$ cat config.mk
export PLATFORM = sky130hd
export DESIGN_NAME = latency_timer
export DESIGN_NICKNAME = d
export VERILOG_FILES = /design/src/rtl/latency_timer_pkg.sv /design/src/rtl/latency_edge_sync.sv /design/src/rtl/latency_timer.sv
export SDC_FILE = /design/constraint.sdc
export NUM_CORES = 1
export LEC_CHECK = 0
export ABC_AREA = 1
export CAP_MARGIN = 10
export CORE_MARGIN = 4
export CORE_UTILIZATION = 55
export CTS_CLUSTER_SIZE = 14
export DETAILED_ROUTE_END_ITERATION = 16
export PLACE_DENSITY = 0.8
export SLEW_MARGIN = 10
export SYNTH_ARGS = -nofsm -noshare
export SYNTH_HDL_FRONTEND = slang
export SYNTH_SLANG_ARGS = --single-unit
$ cat constraint.sdc
create_clock -name clk -period 3.5 [get_ports clk]
set_clock_uncertainty 0.2 [all_clocks]
set_input_delay 0.525 -clock clk [delete_from_list [all_inputs] [get_ports clk]]
set_output_delay 0.525 -clock clk [all_outputs]
set_load 0.05 [all_outputs]
$ cat src/rtl/latency_timer_pkg.sv
// latency_timer_pkg
// Shared types and default sizing for the latency measurement block.
//   state_e       : measurement FSM states (IDLE, COUNT)
//   LT_WIDTH      : default latency counter / result width (matches the PIO data width)
//   LT_CNT_WIDTH  : default completed-measurement counter width
//   LT_TIMEOUT    : default abandon threshold in clk cycles
package latency_timer_pkg;

    typedef enum logic {
        IDLE  = 1'b0,
        COUNT = 1'b1
    } state_e;

    localparam int unsigned LT_WIDTH     = 16;
    localparam int unsigned LT_CNT_WIDTH = 8;
    localparam int unsigned LT_TIMEOUT   = 32'h0000_FFFF;

endpackage

$ cat src/rtl/latency_edge_sync.sv
// latency_edge_sync
// Single-bit rising-edge detector with an optional two-flop synchronizer in front.
// Build option: LATENCY_TIMER_SYNC_EN adds the synchronizer (2 cycles extra delay).
// Ports:
//   clk      in  system clock
//   reset_n  in  asynchronous active-low reset
//   sig_in   in  raw input level
//   edge_out out one-cycle pulse when the (synchronized) level goes 0 -> 1
module latency_edge_sync (
    input  logic clk,
    input  logic reset_n,
    input  logic sig_in,
    output logic edge_out
);

    logic sig_s;
    logic prev_q;
    logic prev_d;

`ifdef LATENCY_TIMER_SYNC_EN
    logic meta_q;
    logic meta_d;
    logic sync_q;
    logic sync_d;

    always_comb begin
        meta_d = sig_in;
        sync_d = meta_q;
    end

    always_ff @(posedge clk or negedge reset_n) begin
        if (!reset_n) begin
            meta_q <= 1'b0;
            sync_q <= 1'b0;
        end else begin
            meta_q <= meta_d;
            sync_q <= sync_d;
        end
    end

    assign sig_s = sync_q;
`else
    assign sig_s = sig_in;
`endif

    // The history register always follows the level, so a signal that is
    // already high after a clear never produces a fresh edge.
    always_comb begin
        prev_d = sig_s;
    end

    always_ff @(posedge clk or negedge reset_n) begin
        if (!reset_n) begin
            prev_q <= 1'b0;
        end else begin
            prev_q <= prev_d;
        end
    end

    assign edge_out = sig_s & ~prev_q;

endmodule

$ cat src/rtl/latency_timer.sv
// latency_timer
// Measures the number of clk cycles between a rising edge on start_in and the
// following rising edge on stop_in. The result feeds a read-only PIO and is
// only ever replaced as a whole word, so software always reads a coherent value.
// Build option: LATENCY_TIMER_SYNC_EN synchronizes both inputs (same delay on
// each path, so the measured latency is unaffected).
// Ports:
//   clk         in   system clock
//   reset_n     in   asynchronous active-low reset
//   start_in    in   stimulus; rising edge starts a measurement
//   stop_in     in   response; rising edge ends a measurement
//   clr         in   synchronous clear of measurement, result and status
//   latency     out  last completed latency in cycles
//   busy        out  high while a measurement is in progress
//   done        out  one-cycle pulse when latency is updated
//   overflow    out  sticky; last measurement reached TIMEOUT
//   meas_count  out  number of completed measurements (wraps)
module latency_timer
    import latency_timer_pkg::*;
#(
    parameter int unsigned       WIDTH     = LT_WIDTH,
    parameter logic [WIDTH-1:0]  TIMEOUT   = WIDTH'(LT_TIMEOUT),
    parameter int unsigned       CNT_WIDTH = LT_CNT_WIDTH
) (
    input  logic                 clk,
    input  logic                 reset_n,
    input  logic                 start_in,
    input  logic                 stop_in,
    input  logic                 clr,
    output logic [WIDTH-1:0]     latency,
    output logic                 busy,
    output logic                 done,
    output logic                 overflow,
    output logic [CNT_WIDTH-1:0] meas_count
);

    logic start_edge;
    logic stop_edge;

    state_e               state_q,      state_d;
    logic [WIDTH-1:0]     count_q,      count_d;
    logic [WIDTH-1:0]     latency_q,    latency_d;
    logic                 busy_q,       busy_d;
    logic                 done_q,       done_d;
    logic                 overflow_q,   overflow_d;
    logic [CNT_WIDTH-1:0] meas_count_q, meas_count_d;

    latency_edge_sync u_start_edge (
        .clk      (clk),
        .reset_n  (reset_n),
        .sig_in   (start_in),
        .edge_out (start_edge)
    );

    latency_edge_sync u_stop_edge (
        .clk      (clk),
        .reset_n  (reset_n),
        .sig_in   (stop_in),
        .edge_out (stop_edge)
    );

    always_comb begin
        state_d      = state_q;
        count_d      = count_q;
        latency_d    = latency_q;
        busy_d       = busy_q;
        done_d       = 1'b0;
        overflow_d   = overflow_q;
        meas_count_d = meas_count_q;

        if (clr) begin
            state_d      = IDLE;
            count_d      = '0;
            latency_d    = '0;
            busy_d       = 1'b0;
            overflow_d   = 1'b0;
            meas_count_d = '0;
        end else begin
            case (state_q)
                IDLE: begin
                    // A stop edge arriving together with the start edge is dropped.
                    if (start_edge) begin
                        count_d    = WIDTH'(1);
                        busy_d     = 1'b1;
                        overflow_d = 1'b0;
                        state_d    = COUNT;
                    end
                end
                COUNT: begin
                    // count already holds the cycles elapsed since the start edge,
                    // so a stop edge one cycle later reports 1.
                    if (stop_edge) begin
                        latency_d    = count_q;
                        done_d       = 1'b1;
                        meas_count_d = meas_count_q + CNT_WIDTH'(1);
                        busy_d       = 1'b0;
                        state_d      = IDLE;
                    end else if (count_q == TIMEOUT) begin
                        latency_d    = TIMEOUT;
                        overflow_d   = 1'b1;
                        done_d       = 1'b1;
                        meas_count_d = meas_count_q + CNT_WIDTH'(1);
                        busy_d       = 1'b0;
                        state_d      = IDLE;
                    end else begin
                        count_d = count_q + WIDTH'(1);
                    end
                end
                default: begin
                    state_d = IDLE;
                    busy_d  = 1'b0;
                end
            endcase
        end
    end

    always_ff @(posedge clk or negedge reset_n) begin
        if (!reset_n) begin
            state_q      <= IDLE;
            count_q      <= '0;
            latency_q    <= '0;
            busy_q       <= 1'b0;
            done_q       <= 1'b0;
            overflow_q   <= 1'b0;
            meas_count_q <= '0;
        end else begin
            state_q      <= state_d;
            count_q      <= count_d;
            latency_q    <= latency_d;
            busy_q       <= busy_d;
            done_q       <= done_d;
            overflow_q   <= overflow_d;
            meas_count_q <= meas_count_d;
        end
    end

    assign latency    = latency_q;
    assign busy       = busy_q;
    assign done       = done_q;
    assign overflow   = overflow_q;
    assign meas_count = meas_count_q;

endmodule

### Word-level counts from Yosys, hierarchy flattened

Index checks and enable logic that the tools add are counted.

| operators by class | value |
|---|---|
| muxes and demuxes | 32 |
| bitwise operators | 5 |
| equal/unequal tests | 6 |
| add/sub/neg operators | 2 |
| reductions and logical operators | 6 |

Operator list:

| kind | number |
|---|---|
| two-way mux 16 bit | 8 |
| two-way mux 8 bit | 4 |
| one-hot mux 16 bit (2 select lines) | 1 |
| adder 16 x 1 -> 16 bit (second input constant) | 1 |
| equality test 16 bit (second input constant) | 1 |
| two-way mux 1 bit | 16 |
| != test 3 bit (second input constant) | 3 |
| adder 8 x 1 -> 8 bit (second input constant) | 1 |
| one-hot mux 1 bit (2 select lines) | 3 |
| AND reduction 3 bit | 2 |
| != test 4 x 3 -> 1 bit (second input constant) | 1 |
| AND reduction 2 bit | 2 |
| != test 3 x 2 -> 1 bit (second input constant) | 1 |
| inverter 1 bit | 3 |
| nonzero test 3 bit | 1 |
| bitwise AND 1 bit | 2 |
| nonzero test 2 bit | 1 |

| word-level totals | value |
|---|---|
| input bits | 5 |
| register bits after elaboration | 46 |
| logic and storage cells | 60 |
| output and inout port bits | 27 |

### Logic depth before layout (Yosys ltp)

| depth | value |
|---|---|
| word-level depth | 5 |
| mapped depth | 9 |
| depth with buffers taken out | 9 |

### By module

Synthesis repeated with hierarchy kept, for this count alone.

| unflattened totals | value |
|---|---|
| cell total of the unflattened synthesis | 314 |
| area, all modules | 2371.0 sq um |

Modules (own cells, without submodules):

| module | seq. area each (sq um) | instances | area an instance (sq um) | cells an instance |
|---|---|---|---|---|
| latency_timer | 1101.1 | 1 | 2301.0 | 308 |
| latency_edge_sync | 25.0 | 2 | 35.0 | 3 |

### Least setup slack after synthesis

Ideal clock, no wire load.

| timing path | value |
|---|---|
| path type | register to register |
| from | register meas_count_q[0] (netlist: meas_count[0]) |
| to | register meas_count_q[6] (netlist: meas_count[6]) |
| clock period less this slack | 1760 ps |
| setup time | 127 ps |
| stages on the path, launching flop included | 6 |
| required time | 3173 ps |
| arrival time | 1433 ps |
| path buffers | 0 |
| slack | 1740 ps |
| path through | dfrtp_1 ha_1 nand3_1 nor3_1 xor2_1 o21ai_0 |

| on the way | value |
|---|---|
| word-level cells in the longest chain between the ends | 5 |

Ends and longest elaborated chain:

| what | line | RTL |
|---|---|---|
| from (decl) | latency_timer.sv:46 | `logic [CNT_WIDTH-1:0] meas_count_q, meas_count_d;` |
| from (signal assigned) | latency_timer.sv:133 | `meas_count_q <= meas_count_d;` |
| adder 8 x 1 -> 8 bit * | latency_timer.sv:95, latency_timer.sv:102 |  |
| two-way mux 8 bit | latency_timer.sv:98 | `end else if (count_q == TIMEOUT) begin` |
| two-way mux 8 bit * | latency_timer.sv:92 | `if (stop_edge) begin` |
| two-way mux 8 bit * | latency_timer.sv:79 | `case (state_q)` |
| two-way mux 8 bit * | latency_timer.sv:71 | `if (clr) begin` |

Mark *: on every way between the ends. The rest lies on a longest branch, timed or not. The select of a mux whose other input is x is not followed.
A chain may end at the register's enable or synchronous reset.

### Final worst setup path

| timing path | value |
|---|---|
| from | register meas_count_q[2] (netlist: meas_count[2]) |
| to | output port meas_count[2] |

RTL lines:

| what | line | RTL |
|---|---|---|
| to (decl) | latency_timer.sv:34 | `output logic [CNT_WIDTH-1:0] meas_count` |

No word-level cell between the ends.

==> impl_metrics.yaml <==
status:
  status: "completed"
worst_setup_path:
  critPathLaunchType: "flip-flop"
  crit_chain: "clkdlybuf4s50_1"
  crit_family: "buffers and inverters"
  reg2reg_depth: 9
  cp_max_fo: 5
  timing.rr.start: "count_q[0]$_DFFE_PN0P_"
  max_stage_delay_ns: 0.83
  crit-reg2reg-capture: "meas_count[6]$_DFFE_PN0P_"
  arrival_ns: 1.57
  slowest_stage: "clkdlybuf4s50_1"
  ff2ff_setup_slack_ns: 1.34
  worstSetupEndpointType: "output pin"
  crit_required_ns: 2.77
  cp.buffers_inverters: 1
  path_class: "reg -> out"
yosys:
  synth_top_cell_area_share: 0.4745
  ys_top_cells_by_count: "102 x nand2_1, 46 x dfrtp_1, 37 x o21ai_0"
  yosysWarnings: 0
  synth_edf_count: 0
  synthFlopType: "dfrtp_1"
  synthTopCellsByArea: "dfrtp_1 47%, nand2_1 16%, o21ai_0 7.6%"
  ys_types: 29
  yosys.area.top_type: "dfrtp_1"
  synth_nets: 318
  post-synth-top-count-cell: "nand2_1"
  syn_avg_cell_area_um2: 7.801
  synth-seq-cells: 46
  synth_cells: 311
  async_flop_share: 1.000
  syn_area_um2: 2426
  yosysSeqAreaShare: 0.4745
clock_network:
  cts_sinks: 46
  clk_pin_slew_worst_paths_ns: 0.08
  cts_setup_buffers: 0
  h-tree-depth: 2
  cts-root-to-sink-buffers: 2
  clock_latency_ns: 0.30
  cts_hold_buf: 0
  root_buffer: "clkbuf_8"
  cts_tree: "built"
  ctsResizeCount: 0
  cts_made_buffers: 5
detailed_routing:
  drt_iter0_drc: 165
  ant_nets: 0
  drc_errors: 0
  wirelength_um: 5448
  vias: 2144
  wl_per_cell_um: 13.86
  dr.pass1.iters: 4
  via_per_inst: 5.455
grt:
  grt_pass1_wl_um: 9377
  grt_max_degree: 47
  antenna_found_initial: 0
  grt_use_total: 0.2196
  grt_pass1_vias: 2148
  overflow: 0
timing:
  maxClockFrequency_ghz: 0.4358
  setup-violations-final: 0
  worst_pin_slew_ns: 1.025
  tns_ns: 0
  maxSlewViolCount: 0
  layout_worst_path_cycle_share: 0.6555
  min_period_ns: 2.294
  slew_headroom: 0.3165
  final_hold_viol_count: 0
  rsz0062_at_grt: "no"
power:
  pwr-share-seq: 0.496
  p_int_mw: 0.8240
  p_comb_frac: 0.168
  ir_worst_vdd_mv: 0.2599
  power_leakage_nw: 1.359
  p_switching_mw: 0.3361
  power_mw: 1.160
  power_density_nw_per_um2: 410.3
  clkPwrFrac: 0.337
  sw_frac_of_total: 0.2897
final_layout:
  final_util: 0.6824
  diodes: 0
  stdcell_count: 393
  drive_gt1_frac: 0.06122
  area_growth_pct: 16.55
  layout.nets: 349
  final_area_um2: 2828
  fill_cells: 372
die:
  rows: 23
  ios: 32
  dieArea_um2: 5538
  core_um2: 4144
  start_util: 0.5854
  die_h_um: 74.42
  chipWidth_um: 74.42
flow_run:
  max_cap_violations: 0
worst_hold_path:
  hp-class: "in -> async"
placement:
  dp_hpwl_um: 3950
  port_buffers: 31
  placed_area_um2: 2721
  dp.cells: 385
  place_congestion: 0.8579
[layer usage]
layer,GRT usage,vias up,routed length (um)
met5,0,-,0
met4,0.1008,0,99
met3,0.05270,11,334
met2,0.3707,59,2724
met1,0.2649,1016,2290
li1,-,1058,-
[worst max path at each step]
stage,startpoint,to,slack (ns),cells past startpoint
after floorplan,meas_count[0]$_DFFE_PN0P_,meas_count[6]$_DFFE_PN0P_,1.74,5
after global placement,stop_in,meas_count[0]$_DFFE_PN0P_,1.02,9
after detailed placement,stop_in,meas_count[6]$_DFFE_PN0P_,0.92,9
after CTS,meas_count[2]$_DFFE_PN0P_,meas_count[2],1.20,1
after global routing,stop_in,meas_count[6]$_DFFE_PN0P_,1.02,9
final,meas_count[2]$_DFFE_PN0P_,meas_count[2],1.21,1
[cell type report]
type                    instances  area, um2  share of cell area
flip-flops and latches         46       1151              0.4071
clock inverters                 1      30.03             0.01062
multi-input cells             220       1052              0.3721
well taps                      50      62.56             0.02212
repair buffers                 33      320.3              0.1133
inverters                      36      135.1             0.04779
clock buffers                   7      76.32             0.02699
[per-stage QoR]
stage          hold slack (ns)  worst slack [ns]
4_1_cts                 0.2221             1.199
3_3_place_gp            0.2673             1.018
2_1_floorplan          0.02941             1.740
3_5_place_dp            0.2703            0.9156
6_report                0.1733             1.206
5_1_grt                 0.2702             1.020
[power groups by stage]
stage               logic [mW]  registers, mW  clock network, mW
finish                   0.194          0.575              0.391
global route             0.210          0.578              0.418
CTS                      0.196          0.575              0.393
detailed placement       0.195          0.585                  0
global placement         0.192          0.584                  0
floorplan               0.0774          0.644                  0
[registers in the layout, indices dropped and copies added, names as in the netlist]
name and flops:
count_q 16, latency 16, meas_count 8, busy 1
done 1, overflow 1, state_q 1, u_start_edge.prev_q 1
u_stop_edge.prev_q 1
[layout by cell type, fill, tap and decap left out, types with 2 or more instances in the layout]
master / n
nand4_1: 3
nand2_1: 102
buf_4: 2
clkbuf_1: 2
dfrtp_1: 46
nand3_1: 26
clkbuf_8: 5
nor2_4: 2
nor2_1: 20
nand2_2: 3
ha_1: 2
o21ai_0: 37
clkdlybuf4s50_1: 30
o21bai_1: 3
a21oi_1: 3
nor3_1: 2
inv_1: 35
nand3_4: 2
o21ai_1: 4
xor2_1: 2
[kinds of logic (layout without fill, tap and decap cells)]
kind of cell               count (synthesis)  after routing  share of synthesized area
buffers and inverters                     45             77                    0.09180
adders and majority gates                  2              2                    0.01031
DFF                                       46             46                     0.4745
and+or+nand+nor                          163            163                     0.2971
AOI/OAI and AO/OA                         52             52                     0.1155
xor gates and xnor gates                   3              3                    0.01083
Power figures use the tool's default switching activity.
